## config.mk

```make
export PLATFORM = sky130hd
export DESIGN_NAME = runlight_sched
export DESIGN_NICKNAME = d
export VERILOG_FILES = /design/src/rtl/runlight_pkg.sv /design/src/rtl/runlight_prescaler.sv /design/src/rtl/runlight_sched.sv
export SDC_FILE = /design/constraint.sdc
export NUM_CORES = 1
export LEC_CHECK = 0
export ABC_CLOCK_PERIOD_IN_PS = 3080
export CORE_MARGIN = 2
export CORE_UTILIZATION = 55
export CTS_CLUSTER_SIZE = 12
export DETAILED_ROUTE_END_ITERATION = 12
export GPL_TIMING_DRIVEN = 0
export PLACE_DENSITY = 0.75
export SETUP_SLACK_MARGIN = 0.05
export SLEW_MARGIN = 15
export SYNTH_ARGS = -nofsm -noshare
export SYNTH_HDL_FRONTEND = slang
export SYNTH_SLANG_ARGS = --single-unit
```

## constraint.sdc

```tcl
create_clock -name clk -period 3.08 [get_ports clk]
set_input_delay 0.616 -clock clk [delete_from_list [all_inputs] [get_ports clk]]
set_output_delay 0.616 -clock clk [all_outputs]
set_load 0.1 [all_outputs]
```

## src/rtl/runlight_pkg.sv

```systemverilog
// Shared types and constants for the running-light playlist scheduler.
// Slot entries pack a 3-bit mode code with a 4-bit repeat count.
package runlight_pkg;

   localparam int SLOT_W = 7;

   localparam logic [2:0] MODE_FILL   = 3'd0;
   localparam logic [2:0] MODE_MIRROR = 3'd1;
   localparam logic [2:0] MODE_WALK   = 3'd2;
   localparam logic [2:0] MODE_PAIR   = 3'd3;

   typedef enum logic [1:0] {
      S_IDLE,
      S_SCAN,
      S_START,
      S_RUN
   } state_t;

   typedef struct packed {
      logic [2:0] mode;
      logic [3:0] reps;
   } slot_t;

   function automatic slot_t slot_default(input int i);
      return '{mode: 3'(i), reps: 4'd1};
   endfunction

endpackage

```

## src/rtl/runlight_prescaler.sv

```systemverilog
// Step-rate divider: counts 0..CLK_DIV-1 while enabled, holds otherwise.
// Tick fires on the last count of each period while enabled.
module runlight_prescaler #(
   parameter int CLK_DIV = 4
) (
   input  logic clk,
   input  logic reset,
   input  logic clear,
   input  logic enable,
   output logic tick
);

   localparam int CW = (CLK_DIV > 2) ? $clog2(CLK_DIV) : 1;
   localparam logic [CW-1:0] LAST = CW'(CLK_DIV - 1);

   logic [CW-1:0] count;

   always_ff @(posedge clk or posedge reset) begin
      if (reset) begin
         count <= '0;
      end else if (clear) begin
         count <= '0;
      end else if (enable) begin
         count <= (count == LAST) ? '0 : count + 1'b1;
      end
   end

   assign tick = enable && (count == LAST);

endmodule

```

## src/rtl/runlight_sched.sv

```systemverilog
// Playlist scheduler: walks (mode, reps) slots, starts the pattern engine
// for each repeat and supplies its step tick until run drops.
module runlight_sched
   import runlight_pkg::*;
#(
   parameter int CLK_DIV = 4,
   parameter int NUM_SLOTS = 4,
   localparam int AW = $clog2(NUM_SLOTS)
) (
   input  logic          clk,
   input  logic          reset,
   input  logic          cfg_we,
   input  logic [AW-1:0] cfg_addr,
   input  logic [2:0]    cfg_mode,
   input  logic [3:0]    cfg_reps,
   input  logic          run,
   input  logic          pause,
   input  logic          eng_done,
   output logic          eng_start,
   output logic [2:0]    eng_mode,
   output logic          eng_step,
   output logic          eng_abort,
   output logic          active,
   output logic [AW-1:0] slot_idx,
   output logic          empty_err
);

   localparam logic [AW-1:0] LAST_SLOT = AW'(NUM_SLOTS - 1);

   state_t        state;
   slot_t         list [NUM_SLOTS];
   slot_t         cur;
   logic [AW-1:0] scan_cnt;
   logic [3:0]    reps_cnt;

   // SCAN reads the pre-write contents when a write hits the same slot.
   assign cur = list[slot_idx];

   always_ff @(posedge clk or posedge reset) begin
      if (reset) begin
         for (int i = 0; i < NUM_SLOTS; i++) begin
            list[i] <= slot_default(i);
         end
      end else if (cfg_we) begin
         list[cfg_addr] <= '{mode: cfg_mode, reps: cfg_reps};
      end
   end

   always_ff @(posedge clk or posedge reset) begin
      if (reset) begin
         state     <= S_IDLE;
         slot_idx  <= '0;
         scan_cnt  <= '0;
         reps_cnt  <= '0;
         eng_mode  <= '0;
         eng_start <= 1'b0;
         eng_abort <= 1'b0;
         empty_err <= 1'b0;
      end else begin
         eng_start <= 1'b0;
         eng_abort <= 1'b0;
         unique case (state)
            S_IDLE: begin
               if (run) begin
                  state     <= S_SCAN;
                  slot_idx  <= '0;
                  scan_cnt  <= '0;
                  empty_err <= 1'b0;
               end
            end
            S_SCAN: begin
               if (!run) begin
                  state     <= S_IDLE;
                  eng_abort <= 1'b1;
               end else if (cur.reps != 4'd0) begin
                  eng_mode  <= cur.mode;
                  reps_cnt  <= cur.reps;
                  eng_start <= 1'b1;
                  state     <= S_START;
               end else begin
                  slot_idx <= slot_idx + 1'b1;
                  if (scan_cnt == LAST_SLOT) begin
                     empty_err <= 1'b1;
                     state     <= S_IDLE;
                  end else begin
                     scan_cnt <= scan_cnt + 1'b1;
                  end
               end
            end
            S_START: begin
               if (!run) begin
                  state     <= S_IDLE;
                  eng_abort <= 1'b1;
               end else begin
                  state <= S_RUN;
               end
            end
            S_RUN: begin
               if (!run) begin
                  state     <= S_IDLE;
                  eng_abort <= 1'b1;
               end else if (eng_done) begin
                  if (reps_cnt > 4'd1) begin
                     reps_cnt  <= reps_cnt - 4'd1;
                     eng_start <= 1'b1;
                     state     <= S_START;
                  end else begin
                     slot_idx <= slot_idx + 1'b1;
                     scan_cnt <= '0;
                     state    <= S_SCAN;
                  end
               end
            end
         endcase
      end
   end

   assign active = (state != S_IDLE);

   runlight_prescaler #(
      .CLK_DIV(CLK_DIV)
   ) u_presc (
      .clk   (clk),
      .reset (reset),
      .clear (state == S_START),
      .enable((state == S_RUN) && !pause),
      .tick  (eng_step)
   );

endmodule

```

* Word level (Yosys, flattened, before mapping) *
Index checks and enable logic that the tools add are counted.

word-level totals
  input bits = 15
  output and inout port bits = 10
  bits in registers = 46
  logic and storage cells = 113

cells by class
  add/sub/neg operators = 4
  equal/unequal tests = 17
  bitwise operators = 2
  reductions and logical operators = 18
  magnitude comparators = 4
  multiplexer cells = 51

operator list
  kind                                                                   number
  2-bit two-way mux                                                      23
  28-bit bitwise mux                                                     1
  7-bit two-way mux                                                      3
  4-bit two-way mux                                                      5
  2-bit inequality test (second input constant)                          10
  7-bit binary-select mux with 2-bit select                              1
  7-bit demux with 2-bit select                                          1
  2-bit case mux with 3 select lines                                     2
  1-bit two-way mux                                                      11
  2-bit equality test (second input constant)                            4
  2-bit case mux with 4 select lines                                     1
  4-bit case mux with 2 select lines                                     1
  8-bit AND reduction                                                    1
  2-bit nonzero test                                                     4
  7-bit AND reduction                                                    1
  2-bit by 1-bit adder with 2-bit output (second input constant)         3
  3-bit greater-or-equal comparator (second input constant)              2
  2-bit inverter with 3-bit output                                       2
  3-bit AND reduction                                                    2
  6-bit AND reduction                                                    1
  5-bit AND reduction                                                    1
  4-bit by 1-bit > comparator with 1-bit output (second input constant)  1
  4-bit inequality test (second input constant)                          1
  1-bit case mux with 2 select lines                                     2
  10 further kinds                                                       12

* Longest topological paths before layout *
  word-level depth = 8
  gate-level depth with buffers = 8
  depth with buffers taken out = 7

* By module *
From an unflattened synthesis, not the netlist that was laid out.

unflattened totals
  cells, all modules = 173
  area, all modules = 2262.2 um^2

by module, submodules not included
  module              area each (um^2)  seq. area each (um^2)  times used  cells an instance
  runlight_sched      2152.1            1111.1                 1           163
  runlight_prescaler  110.1             50.0                   1           10

* Least setup slack after synthesis *
OpenSTA, ideal clock, no wires.

  path kind = register to output
  from = register state[1]
  to = output eng_step
  data arrival time = 2900 ps
  cell stages (with the launch flop) = 4
  data required time = 2464 ps
  buffers on the path = 1
  setup slack = -436 ps
  path through = dfrtp_1 > clkbuf_1 > nand2_1 > nor3b_1

on the way
  word-level cells in the longest chain between the ends = 3

ends and longest elaborated chain
  item                      line                      RTL
  start: declaration        runlight_sched.sv:30      state_t state;
  start signal: assignment  runlight_sched.sv:51      state <= S_IDLE;
  start signal: assignment  runlight_sched.sv:65      state <= S_SCAN;
  start signal: assignment  runlight_sched.sv:73      state <= S_IDLE;
  2-bit equality test       runlight_sched.sv:126     .enable((state == S_RUN) && !pause),
  1-bit logical AND         runlight_sched.sv:126
  1-bit logical AND         runlight_prescaler.sv:28  assign tick = enable && (count == LAST);
  end: declaration          runlight_sched.sv:21      output logic eng_step,

No other way between the ends.

* Worst setup path in the final report *
Ends and elaborated chain as after synthesis.

==> flow_summary.json <==
{
  "outcome": "finished, final reports clean",
  "root_buffer": "clkbuf_8",
  "syn_avg_cell_area_sq_um": 12.8,
  "ys_seq_area_frac": 0.514,
  "yosys_warnings": 0,
  "overflow": 0,
  "fillers": 311,
  "netlist_instances": 176,
  "grt_usage": 0.211,
  "antenna_cells": 0,
  "fmax_ghz": 0.354,
  "cts_buffer_depth": 2,
  "final_nets": 226,
  "final_antenna_net_count": 0,
  "crit_path_cell_trace": "clkbuf_1 -> nand2_1 -> nor3b_2 -> dlygate4sd2_1",
  "antenna_found_initial": 0,
  "totalWireLength_um": 4310,
  "grt_pass1_vias": 1587,
  "drc": 0,
  "required_ns": 2.46,
  "p_total_mw": 2.19,
  "post-route-util": 0.674,
  "initial_core_util": 0.568,
  "synth.distinct_cells": 37,
  "synth-async-reset-ratio": 1.00,
  "design.portCount": 25,
  "cts_tree": "built",
  "dpl_cell_area_sq_um": 2570,
  "path_clk_slew_ns": 0.08,
  "synth.top_cells.by_area": "dfrtp_1, mux2_2, dfstp_2, mux4_1, mux4_2",
  "synth_common_cells": "dfrtp_1, mux2_2, nor2_1",
  "finalClockSkew_ns": 0.00823,
  "io_buffers": 23,
  "whs_ns": 0.503,
  "rsz0062_at_grt": "no",
  "end_kind": "output port",
  "crit_fanout": 9,
  "hp-class": "reg -> reg",
  "cp.arrival_ns": 2.21,
  "synth_top_area_frac": 0.421,
  "crit_path_top_delay_cell": "dlygate4sd2_1",
  "ys_ff_latch": 46,
  "syn_to_final_growth_pct": 18.6,
  "grt_pass1_wl_um": 7090,
  "synth-main-ff-cell": "dfrtp_1",
  "grt_busiest_layer": "met2",
  "drv_cap": 0,
  "num_vias": 1541,
  "syn_area_sq_um": 2260,
  "ir_worst_vdd_mv": 0.403,
  "syn_nets": 195,
  "hold_viol": 0,
  "grt_use_met2": 0.388,
  "synth_most_common_cell": "dfrtp_1",
  "fp-row-count": 23,
  "gp_congestion": 0.891,
  "yosys.area.top_type": "dfrtp_1",
  "slew_viol_final": 0,
  "die_area_sq_um": 4630,
  "wl_per_cell_um": 16.7,
  "start_kind": "flop",
  "grtUsageMet1": 0.241,
  "dr.pass1.iters": 4,
  "via_per_inst": 5.97,
  "worst_pin_slew_ns": 0.975,
  "cts_buffers": 5,
  "cts.sinks": 46,
  "hold_buffers": 0,
  "worstSetupPathType": "reg -> out",
  "fin_area_sq_um": 2680,
  "grtUsageMet3": 0.0444,
  "fin_crit_sh": 0.918,
  "grt_max_degree": 36,
  "p_leak_nw": 1.11,
  "coreArea_sq_um": 3970,
  "dp_hpwl_um": 3170,
  "min_period_ns": 2.83,
  "setup_viol": 0,
  "layout-drive-gt1-share": 0.303,
  "die_y_um": 68.1,
  "slew_headroom": 0.348,
  "clkLatencyLatePin_ns": 0.29,
  "max_stage_delay_ns": 0.87,
  "drt_iter0_drc": 122,
  "totalNegativeSetupSlack_ns": 0,
  "power_density_nw_per_um2": 820,
  "die_x_um": 68.1,
  "cts.htree.levels": 2,
  "synth_edf_count": 0
}
[cell families (layout without fill, tap and decap cells)]
family / count (synthesis) / count (layout) / synth area share
flip-flops: 46 / 46 / 0.514
multiplexers: 41 / 41 / 0.245
AND/OR/NAND/NOR: 39 / 39 / 0.0987
AO/OA/AOI/OAI: 30 / 30 / 0.0832
buffers and inverters: 16 / 48 / 0.0366
adder cells (fa/ha/maj): 4 / 4 / 0.0222
[timing repair]
| item | 4_1_cts | 5_1_grt |
|---|---|---|
| setup endpoints to repair | 1 | 1 |
| buffers inserted | 0 | 0 |
| resized for setup | 1 | 1 |
[layout make-up]
class | instances | area (sq um) | area share
flip-flops and latches | 46 | 1160 | 0.434
multi-input cells | 114 | 1020 | 0.382
repair buffers | 24 | 251 | 0.0940
clock buffers | 6 | 82.6 | 0.0309
well taps | 50 | 62.6 | 0.0234
plain buffers | 8 | 52.6 | 0.0196
inverters | 8 | 30.0 | 0.0112
clock inverters | 2 | 12.5 | 0.00468
[flip-flops by register name (all words and copies together), names as in the netlist]
register	count
eng_start	1
reps_cnt	4
slot_idx	2
empty_err	1
u_presc.count	2
eng_mode	3
state	2
list	28
eng_abort	1
scan_cnt	2
[worst max-delay path, delay by kind of cell (launching register included)]
kind	cells	cell delay (ns)
and+or+nand+nor	2	0.40
DFF	1	0.33
buffers and inverters	2	1.18
[report_power, final]
part	switching [mW]	internal [mW]
Clock	0.193	0.180
Combinational	0.569	0.381
Sequential	0.102	0.767
[layout by cell type (no fill, tap or decap), types with 2 or more instances in the layout]
master            n
dfstp_2           8
o21ai_0           7
inv_1             7
nand3_1           5
a22o_1            2
a21oi_1           8
nor3b_2           2
nand2_1           6
o2bb2ai_1         2
a31oi_1           4
ha_1              4
clkdlybuf4s50_1  21
nor3_1            4
dfrtp_1          38
nor2_1            9
nand3b_1          2
clkbuf_8          6
mux4_1            4
mux2i_1           2
nand4b_1          2
clkbuf_1          4
mux4_2            3
or2_2             2
buf_6             3
mux2_2           32
[final timing paths]
kind,from,end,slack [ns],cells past startpoint
max,state[1],eng_step,0.25,4
min,list[17],list[17],0.50,1
max reg2reg,slot_idx[0],reps_cnt[0],0.33,8
min reg2reg,list[17],list[17],0.50,1
max in group asynchronous,reset,list[7],1.97,3
min in group asynchronous,reset,eng_mode[0],0.57,2
[layer usage]
layer	part of all wire	wire length, um	vias to the layer above
met5	0	0	-
met2	0.53	2300	40
met1	0.41	1780	783
met4	0.012	53	0
met3	0.040	174	5
li1	-	-	713
[metrics by stage]
stage / setup WS [ns] / instances
2_1_floorplan: 0.0646 / 176
3_3_place_gp: 0.0333 / 249
3_5_place_dp: -0.0181 / 250
4_1_cts: 0.140 / 258
5_1_grt: 0.124 / 258
6_report: 0.253 / 258
Note: power is estimated with default switching activity, not from simulation.
